File: src/rtl/div_pkg.sv
// Shared definitions for the iterative divide controller: width, op encodings, FSM states.
package div_pkg;

  localparam int DIV_XLEN = 32;

  localparam logic [1:0] OP_DIV  = 2'b00;
  localparam logic [1:0] OP_DIVU = 2'b01;
  localparam logic [1:0] OP_REM  = 2'b10;
  localparam logic [1:0] OP_REMU = 2'b11;

  typedef enum logic [1:0] {
    S_IDLE = 2'd0,
    S_BUSY = 2'd1,
    S_DONE = 2'd2
  } div_state_e;

  // DIV and REM are the signed ops (funct3 bit 0 clear)
  function automatic logic op_is_signed(input logic [1:0] op);
    return ~op[0];
  endfunction

  function automatic logic op_is_rem(input logic [1:0] op);
    return op[1];
  endfunction

endpackage

File: src/rtl/div_step.sv
// One restoring division step: shift the next dividend bit into the partial remainder, subtract if it fits.
module div_step
  import div_pkg::*;
#(
  parameter int XLEN = DIV_XLEN
) (
  input  logic [XLEN-1:0] rem_i,
  input  logic [XLEN-1:0] quo_i,
  input  logic [XLEN-1:0] dvs_i,
  output logic [XLEN-1:0] rem_o,
  output logic [XLEN-1:0] quo_o
);

  logic [XLEN:0] rem_sh;
  logic [XLEN:0] diff;
  logic          fits;

  // rem_i < dvs_i keeps rem_sh below 2*dvs_i, so bit XLEN of diff is a clean borrow flag
  always_comb begin
    rem_sh = {rem_i, quo_i[XLEN-1]};
    diff   = rem_sh - {1'b0, dvs_i};
    fits   = ~diff[XLEN];
    rem_o  = fits ? diff[XLEN-1:0] : rem_sh[XLEN-1:0];
    quo_o  = {quo_i[XLEN-2:0], fits};
  end

endmodule

File: src/rtl/div_ctrl.sv
// Multi-cycle DIV/DIVU/REM/REMU unit for the EX stage; stalls the pipe while iterating.
// Optional DIV_CTRL_EARLY_OUT_EN: divide-by-zero skips the iteration and completes the cycle after issue.
//
// state | meaning
// IDLE  | waiting for starte; captures operands on issue
// BUSY  | one quotient bit per cycle, 32 cycles
// DONE  | result presented for one cycle with donediv
module div_ctrl
  import div_pkg::*;
#(
  parameter int XLEN = DIV_XLEN
) (
  input  logic            clk,
  input  logic            reset,
  input  logic            starte,
  input  logic [1:0]      funct3e,
  input  logic [XLEN-1:0] srcae,
  input  logic [XLEN-1:0] srcbe,
  input  logic            flushe,
  output logic            stalldiv,
  output logic            donediv,
  output logic [XLEN-1:0] resultdiv
);

  div_state_e      state_q, state_d;
  logic [4:0]      cnt_q, cnt_d;
  logic [XLEN-1:0] rem_q, rem_d;
  logic [XLEN-1:0] quo_q, quo_d;
  logic [XLEN-1:0] dvs_q, dvs_d;
  logic [XLEN-1:0] dividend_q, dividend_d;
  logic            neg_quo_q, neg_quo_d;
  logic            neg_rem_q, neg_rem_d;
  logic            rem_op_q, rem_op_d;
  logic            dvz_q, dvz_d;

  logic [XLEN-1:0] step_rem, step_quo;
  logic [XLEN-1:0] a_abs, b_abs;
  logic [XLEN-1:0] quo_res, rem_res;
  logic            sgn, issue;

  div_step #(.XLEN(XLEN)) u_step (
    .rem_i (rem_q),
    .quo_i (quo_q),
    .dvs_i (dvs_q),
    .rem_o (step_rem),
    .quo_o (step_quo)
  );

  always_comb begin
    sgn   = op_is_signed(funct3e);
    a_abs = (sgn && srcae[XLEN-1]) ? (~srcae + 1'b1) : srcae;
    b_abs = (sgn && srcbe[XLEN-1]) ? (~srcbe + 1'b1) : srcbe;
    issue = (state_q == S_IDLE) && starte && !flushe;
  end

  always_comb begin
    state_d    = state_q;
    cnt_d      = cnt_q;
    rem_d      = rem_q;
    quo_d      = quo_q;
    dvs_d      = dvs_q;
    dividend_d = dividend_q;
    neg_quo_d  = neg_quo_q;
    neg_rem_d  = neg_rem_q;
    rem_op_d   = rem_op_q;
    dvz_d      = dvz_q;

    case (state_q)
      S_IDLE: begin
        if (issue) begin
          cnt_d      = '0;
          rem_d      = '0;
          quo_d      = a_abs;
          dvs_d      = b_abs;
          dividend_d = srcae;
          neg_quo_d  = sgn && (srcae[XLEN-1] ^ srcbe[XLEN-1]);
          neg_rem_d  = sgn && srcae[XLEN-1];
          rem_op_d   = op_is_rem(funct3e);
          dvz_d      = (srcbe == '0);
`ifdef DIV_CTRL_EARLY_OUT_EN
          state_d    = (srcbe == '0) ? S_DONE : S_BUSY;
`else
          state_d    = S_BUSY;
`endif
        end
      end
      S_BUSY: begin
        if (flushe) begin
          state_d = S_IDLE;
        end else begin
          rem_d = step_rem;
          quo_d = step_quo;
          cnt_d = cnt_q + 5'd1;
          if (cnt_q == 5'd31) state_d = S_DONE;
        end
      end
      S_DONE: state_d = S_IDLE;
      default: state_d = S_IDLE;
    endcase
  end

  always_ff @(posedge clk) begin
    if (reset) begin
      state_q    <= S_IDLE;
      cnt_q      <= '0;
      rem_q      <= '0;
      quo_q      <= '0;
      dvs_q      <= '0;
      dividend_q <= '0;
      neg_quo_q  <= 1'b0;
      neg_rem_q  <= 1'b0;
      rem_op_q   <= 1'b0;
      dvz_q      <= 1'b0;
    end else begin
      state_q    <= state_d;
      cnt_q      <= cnt_d;
      rem_q      <= rem_d;
      quo_q      <= quo_d;
      dvs_q      <= dvs_d;
      dividend_q <= dividend_d;
      neg_quo_q  <= neg_quo_d;
      neg_rem_q  <= neg_rem_d;
      rem_op_q   <= rem_op_d;
      dvz_q      <= dvz_d;
    end
  end

  // Divide-by-zero overrides the iterated values; the overflow case falls out of the magnitude math
  always_comb begin
    quo_res = dvz_q ? '1 : (neg_quo_q ? (~quo_q + 1'b1) : quo_q);
    rem_res = dvz_q ? dividend_q : (neg_rem_q ? (~rem_q + 1'b1) : rem_q);
  end

  always_comb begin
    stalldiv  = !reset && (issue || (state_q == S_BUSY));
    donediv   = !reset && (state_q == S_DONE) && !flushe;
    resultdiv = donediv ? (rem_op_q ? rem_res : quo_res) : '0;
  end

endmodule
File: config.mk
export PLATFORM = sky130hd
export DESIGN_NAME = div_ctrl
export DESIGN_NICKNAME = d
export VERILOG_FILES = /design/src/rtl/div_pkg.sv /design/src/rtl/div_step.sv /design/src/rtl/div_ctrl.sv
export SDC_FILE = /design/constraint.sdc
export NUM_CORES = 1
export LEC_CHECK = 0
export CAP_MARGIN = 10
export CORE_AREA = 10 10 179 181
export DETAILED_ROUTE_END_ITERATION = 6
export DIE_AREA = 0 0 189 191
export PLACE_DENSITY = 0.57
export SLEW_MARGIN = 20
export SYNTH_ARGS = -nofsm -noshare
export SYNTH_HDL_FRONTEND = slang
export SYNTH_HIERARCHICAL = 1
export SYNTH_SLANG_ARGS = --single-unit
File: constraint.sdc
create_clock -name clk -period 8.5 [get_ports clk]
set_clock_uncertainty 0.2 [all_clocks]
set_input_delay 1.7 -clock clk [delete_from_list [all_inputs] [get_ports clk]]
set_output_delay 1.7 -clock clk [all_outputs]
set_load 0.02 [all_outputs]
Word-level counts from Yosys, hierarchy flattened
Cells that the tools add are included.
- bitwise operators: 7
- equality and inequality tests: 6
- reductions and logical operators: 17
- add/sub/neg operators: 6
- muxes and demuxes: 22
- operator list (operator ; number):
    $mux 32 ; 13
    $add 32x1->32 const B ; 4
    $not 32->32 ; 4
    $pmux 32 s2 ; 2
    $sub 33x32->33 ; 1
    $logic_not 32->1 ; 1
    $mux 5 ; 2
    $pmux 5 s2 ; 1
    $logic_and 1x1->1 ; 8
    $mux 2 ; 3
    $add 5x1->5 const B ; 1
    $eq 5x5->1 const B ; 1
    $ne 2x2->1 const B ; 2
    $pmux 2 s2 ; 1
    $reduce_and 2->1 ; 2
    $ne 3x3->1 const B ; 1
    $reduce_and 3->1 ; 1
    $eq 2x1->1 const B ; 1
    $eq 2x2->1 const B ; 1
    $logic_not 1->1 ; 2
    $logic_not 2->1 ; 1
    $not 1->1 ; 2
    $reduce_bool 2->1 ; 1
    $logic_or 1x1->1 ; 1
    $xor 1x1->1 ; 1
- input bits: 70
- word-level logic and storage cells: 68
- register bits: 139
- output and inout port bits: 34

Depth between registers and ports, before layout
Gate-level depths: netlist of run 1.
- word-level depth: 6
- gate-level depth with buffers: 17

Cells and area by module
Netlist of run 1, hierarchy kept.
- modules (own cells, without submodules) (module ; area each (um^2) ; instances ; sequential area each (um^2) ; cells each):
    div_ctrl ; 8679.6 ; 1 ; 2782.7 ; 1182
    div_step ; 2598.7 ; 1 ; 0.0 ; 337

Worst setup path before layout of run 1
Ideal clock, no wire load.
- kind: input -> output
- from: input port flushe
- to: output port resultdiv[17]
- data required time: 6.600 ns
- arrival time: 3.586 ns
- stages: 6
- slack: 3.014 ns
- cells stage by stage: or4b_2 > clkbuf_1 > inv_1 > clkbuf_1 > o221ai_1 > a21oi_1
- word-level cells in the longest chain between the ends: 3
- ends and longest elaborated chain (what ; line ; source):
    start, declared ; div_ctrl.sv:19 ; input logic flushe,
    $logic_not 1->1 ; div_ctrl.sv:136 ; donediv = !reset && (state_q == S_DONE) && !flushe;
    $logic_and 1x1->1 ; div_ctrl.sv:136 ;
    net donediv ; div_ctrl.sv:21 ; output logic donediv,
    $mux 32 ; div_ctrl.sv:137 ; resultdiv = donediv ? (rem_op_q ? rem_res : quo_res) : '0;
    end, declared ; div_ctrl.sv:22 ; output logic [XLEN-1:0] resultdiv
The timed path passes the listed nets, and every way through them passes these cells.

Final worst setup path of run 1
- from: input port flushe
- to: output port resultdiv[13]
- word-level cells in the longest chain between the ends: 3
- ends and longest elaborated chain (what ; line):
    $logic_not 1->1 ; div_ctrl.sv:136
    $logic_and 1x1->1 ; div_ctrl.sv:136
    $mux 32 ; div_ctrl.sv:137
Every way passes these cells.

==> results of run 1 <==
cell type report:
| class | instances | share of cell area |
|---|---|---|
| multi-input cells | 1189 | 0.5922 |
| flip-flops and latches | 139 | 0.2172 |
| repair buffers | 119 | 0.08967 |
| well taps | 384 | 0.03751 |
| clock buffers | 17 | 0.03321 |
| inverters | 54 | 0.01641 |
| clock inverters | 15 | 0.01377 |
path summary, 6_finish.rpt:
kind,startpoint,to,slack [ns],depth (start not counted)
setup / recovery,flushe,resultdiv[13],1.68,7
setup reg to reg,quo_q[31]$_SDFFE_PP0P_,rem_q[28]$_SDFFE_PP0P_,4.35,15
hold reg to reg,dividend_q[11]$_SDFFE_PP0P_,dividend_q[11]$_SDFFE_PP0P_,0.26,2
hold / removal,dividend_q[11]$_SDFFE_PP0P_,dividend_q[11]$_SDFFE_PP0P_,0.26,2
logic make-up (layout without fill, tap and decap cells):
kind of cell / after synthesis / after routing / share of synthesized area
buffers and inverters: 191 / 205 / 0.08309
and+or+nand+nor: 531 / 531 / 0.2306
AOI/OAI and AO/OA: 459 / 459 / 0.2573
adders and majority gates: 39 / 39 / 0.04393
DFF: 139 / 139 / 0.2467
xor gates and xnor gates: 124 / 124 / 0.09629
muxes: 36 / 36 / 0.04205
stage by stage:
step,std cells,power [mW]
6_report,1917,1.931
2_1_floorplan,1519,1.019
3_3_place_gp,1885,1.145
3_5_place_dp,1885,1.145
4_1_cts,1917,1.936
5_1_grt,1917,2.013
registers in the layout, indices dropped and copies added, names as in the netlist:
signal	count
state_q	2
dvs_q	32
neg_rem_q	1
cnt_q	5
rem_op_q	1
dvz_q	1
dividend_q	32
rem_q	32
neg_quo_q	1
quo_q	32
metal layers:
metal,vias to the layer above,GRT usage,part of all wire,routed length (um)
met5,-,0,0,0
met4,0,0.06441,0.019,786
met3,45,0.03899,0.079,3203
met2,476,0.3096,0.41,16750
met1,5295,0.3302,0.49,19950
li1,5492,-,-,-
placed cells by master, fill, tap and decap left out, types with 51 or more instances in the layout:
master           instances
nand2_1                187
a21oi_1                166
dfxtp_1                139
nor2_1                 114
clkdlybuf4s50_1        102
o21ai_0                 76
xnor2_1                 72
nand3_1                 62
xor2_1                  52
inv_1                   51
where the power goes:
part	switching (mW)	internal, mW	leakage (nW)	total [mW]
Clock	0.346	0.444	0.289	0.791
Combinational	0.252	0.164	3.23	0.416
Sequential	0.0425	0.682	1.13	0.724
worst max-delay path: stages:
cell and delay (ns):
clkdlybuf4s50_1 0.39, buf_4 0.19, or4b_2 0.96, inv_1 0.51, o21ai_0 0.21, a211oi_1 0.27, clkdlybuf4s50_1 0.65
==> impl_metrics.toml, run 1 <==
[outcome]
status = "finished clean"

[final_layout]
nets = 1629
register_area_mm2 = 0.002783
multi_input_area_mm2 = 0.007586
utilization = 0.4499
n_fill_cell = 2972
antenna_cells = 0
design_area_mm2 = 0.01281
drive_gt1_frac = 0.07306
area_growth_pct = 13.58

[setup_path]
crit_fanout = 19
critPathRequiredTime_ns = 6.60
cp-start-kind = "input pin"
end_kind = "primary output"
worst-endpoint-arrival_ns = 4.92
crit_type = "input pin to primary output"

[yosys]
synth_seq_cells = 139
yosys_warnings = 6
seq_area_frac_synth = 0.2467
synthTopCellsByCount = "nand2_1 (187), a21oi_1 (166), dfxtp_1 (139), nor2_1 (115), clkbuf_1 (90)"
ys_async_sr_fraction = 0
synth.distinct_cells = 86
yosys.cell_count.top_type = "nand2_1"
syn_avg_cell_area_um2 = 7.425
synth.net_count = 1628
synth_top_area_share = 0.2467
ys_top_cells_by_area = "dfxtp_1 (25%), a21oi_1 (7.4%), nand2_1 (6.2%), xnor2_1 (5.6%), ha_1 (4.2%)"
yosysTopAreaCell = "dfxtp_1"
mappedNetlistArea_mm2 = 0.01128
synth_edf_count = 0
syn_inst = 1519
synthFlopType = "dfxtp_1"

[drt]
ant_nets = 0
routed_wl_um = 40690
num_vias = 11308
dr.pass1.iters = 5
drc = 0
wl_per_cell_um = 21.23
first_iter_violations = 1316
routed_via_density = 5.899

[clock_network]
cts-hold-fix-buffers = 0
cts_max_level = 4
cts_made_buffers = 17
cts_tree = "done"
root_buffer = "clkbuf_16"
cts_setup_buffers = 0
clkSinkCount = 139
cts_resized = 0
clock_latency_ns = 0.44
cts_buffer_depth = 2
path_clk_slew_ns = 0.07

[power]
power_density_mw_per_mm2 = 150.7
p_leak_nw = 4.656
max-vdd-ir-drop_v = 0.0001191

[sta]
whs_ns = 0.2593
finalCritPeriodShare = 0.8019
setup_viol = 0
fin_crit_ns = 6.817
tightest_slew_ns = 1.011
max-slew-margin-rel = 0.3237
fmax_mhz = 146.7
setup_tns_ns = 0
hold_viol_final = 0
layout_setup_ws_ns = 1.683
rsz0062_at_grt = "false"
drv_slew = 0

[die]
die_y_um = 191
core_mm2 = 0.02847
ios = 104
start_util = 0.3962
die-area_mm2 = 0.03610
rows = 62
die_x_um = 189

[place]
post-dp-hpwl_um = 30090
gp_congestion = 0.9376
dp_worst_setup_slack_ns = 1.744
place_area_mm2 = 0.01221
portBuffers = 103

[grt]
grt_pass1_wl_um = 63110
first_global_vias = 10483
grt_max_degree = 79
grt_antenna_before_repair = 0
grt_overflow = 0
globalRouteTotalUtil = 0.2200

[job]
maxCapViolCount = 0

[worst_hold_path]
hp-class = "register to register"
(Power assumes the default switching activity.)
==> run 2, diff against run 1 <==
==> constraint.sdc (replaced) <==
create_clock -name clk -period 7.09 [get_ports clk]
set_clock_uncertainty 0.2 [all_clocks]
set_input_delay 1.418 -clock clk [delete_from_list [all_inputs] [get_ports clk]]
set_output_delay 1.418 -clock clk [all_outputs]
set_load 0.02 [all_outputs]
==> impl_metrics.toml, run 2 (same netlist as run 1, synthesis figures left out) <==
[outcome]
status = "finished clean"

[final_layout]
nets = 1629
drive_gt1_frac = 0.07241
utilization = 0.4491
multi_input_area_mm2 = 0.007589
final_cell_mix = "nand2_1 (187), a21oi_1 (166), dfxtp_1 (139)"
design_area_mm2 = 0.01279
n_fill_cell = 2876
stdcell_count = 1917
register_area_mm2 = 0.002783
antenna_cells = 0
area_growth_pct = 13.37
final_common_cell = "nand2_1"

[setup_path]
crit_type = "input pin to primary output"
startpoint = "flushe"
worst-endpoint-arrival_ns = 4.39
crit_fanout = 16
critPathRequiredTime_ns = 5.47
rrSetupSlack_ns = 2.92
cp-start-kind = "input pin"
rr_endpoint = "rem_q[22]$_SDFFE_PP0P_"
end_kind = "primary output"
r2r-start = "quo_q[31]$_SDFFE_PP0P_"
rr_worst_depth = 15

[clock_network]
clkSinkCount = 139
cts_tree = "done"
root_buffer = "clkbuf_16"
cts_max_level = 4
cts_made_buffers = 17
cts_buffer_depth = 2
path_clk_slew_ns = 0.07
cts_setup_buffers = 0
cts-hold-fix-buffers = 0
clock_latency_ns = 0.43
cts_resized = 0

[job]
maxCapViolCount = 0

[power]
power_density_mw_per_mm2 = 176.8
max-vdd-ir-drop_v = 0.0001163
p_leak_nw = 4.645

[worst_hold_path]
hp-class = "register to register"
hp-start = "dividend_q[12]$_SDFFE_PP0P_"
whs_path_depth = 2
whs_endpoint = "dividend_q[12]$_SDFFE_PP0P_"

[die]
die-area_mm2 = 0.03610
core_mm2 = 0.02847
rows = 62
start_util = 0.3962
ios = 104
die_y_um = 191
die_x_um = 189

[drt]
routed_wl_um = 40120
wl_per_cell_um = 20.93
ant_nets = 0
dr.pass1.iters = 5
routed_via_density = 5.846
first_iter_violations = 1311
num_vias = 11207
drc = 0

[place]
post-dp-hpwl_um = 29840
gp_congestion = 0.9389
portBuffers = 103
place_area_mm2 = 0.01221
dp.cells = 1885

[grt]
grt_overflow = 0
grt_pass1_wl_um = 62430
globalRouteTotalUtil = 0.2174
grt_max_degree = 76
grt_antenna_before_repair = 0
first_global_vias = 10518

[sta]
drv_slew = 0
setup_tns_ns = 0
fmax_mhz = 166.4
hold_viol_final = 0
tightest_slew_ns = 1.009
max-slew-margin-rel = 0.3246
finalCritPeriodShare = 0.8476
rsz0062_at_grt = "false"
fin_crit_ns = 6.009
setup_viol = 0
## run 2: cell count changes in the layout (fill, tap and decap cells not counted), sizes merged
cell,delta
inv,-2
clkinv,+1
clkinvlp,-1
clkbuf,+3
bufinv,-1
## run 2: area by class of cell
type | instances | area share
clock inverter | 12 | 0.01008
multi-input combinational | 1189 | 0.5935
sequential | 139 | 0.2176
timing repair buffer | 119 | 0.08983
inverter | 54 | 0.01644
clock buffer | 20 | 0.03493
tap | 384 | 0.03758
## run 2: routing by layer
metal  GRT usage  up-vias  part of all wire
met5           0        -                 0
met1      0.3087     5282              0.47
li1            -     5476                 -
met3     0.05558       34             0.090
met2      0.3192      415              0.42
met4     0.05464        0             0.015
## run 2: metrics by stage
stage	total power, mW	setup WS, ns	hold slack [ns]
6_report	2.261	1.081	0.2568
3_3_place_gp	1.372	1.196	0.2408
4_1_cts	2.265	1.157	0.2566
5_1_grt	2.354	1.023	0.2898
3_5_place_dp	1.373	1.149	0.2466
2_1_floorplan	1.222	2.168	0.2250
## run 2: power by group
group | switching (mW) | total, mW | leakage [nW] | internal (mW)
sequential | 0.0496 | 0.867 | 1.13 | 0.818
combinational | 0.303 | 0.499 | 3.24 | 0.197
clock | 0.391 | 0.894 | 0.276 | 0.504
total | 0.743 | 2.26 | 4.64 | 1.52
## run 2: worst max path at each step
stage	end	slack, ns	cells past startpoint
after global routing	resultdiv[29]	1.02	7
after floorplan	resultdiv[17]	2.17	6
final	resultdiv[29]	1.08	7
after detailed placement	resultdiv[13]	1.15	7
after global placement	resultdiv[13]	1.20	7
after CTS	resultdiv[13]	1.16	7
## run 2: worst max-delay path, stage by stage
cell and delay [ns]:
clkdlybuf4s50_1 0.39, buf_4 0.18, or4b_2 0.72, inv_1 0.53, nand2_1 0.14, a211oi_1 0.32, clkdlybuf4s50_1 0.68
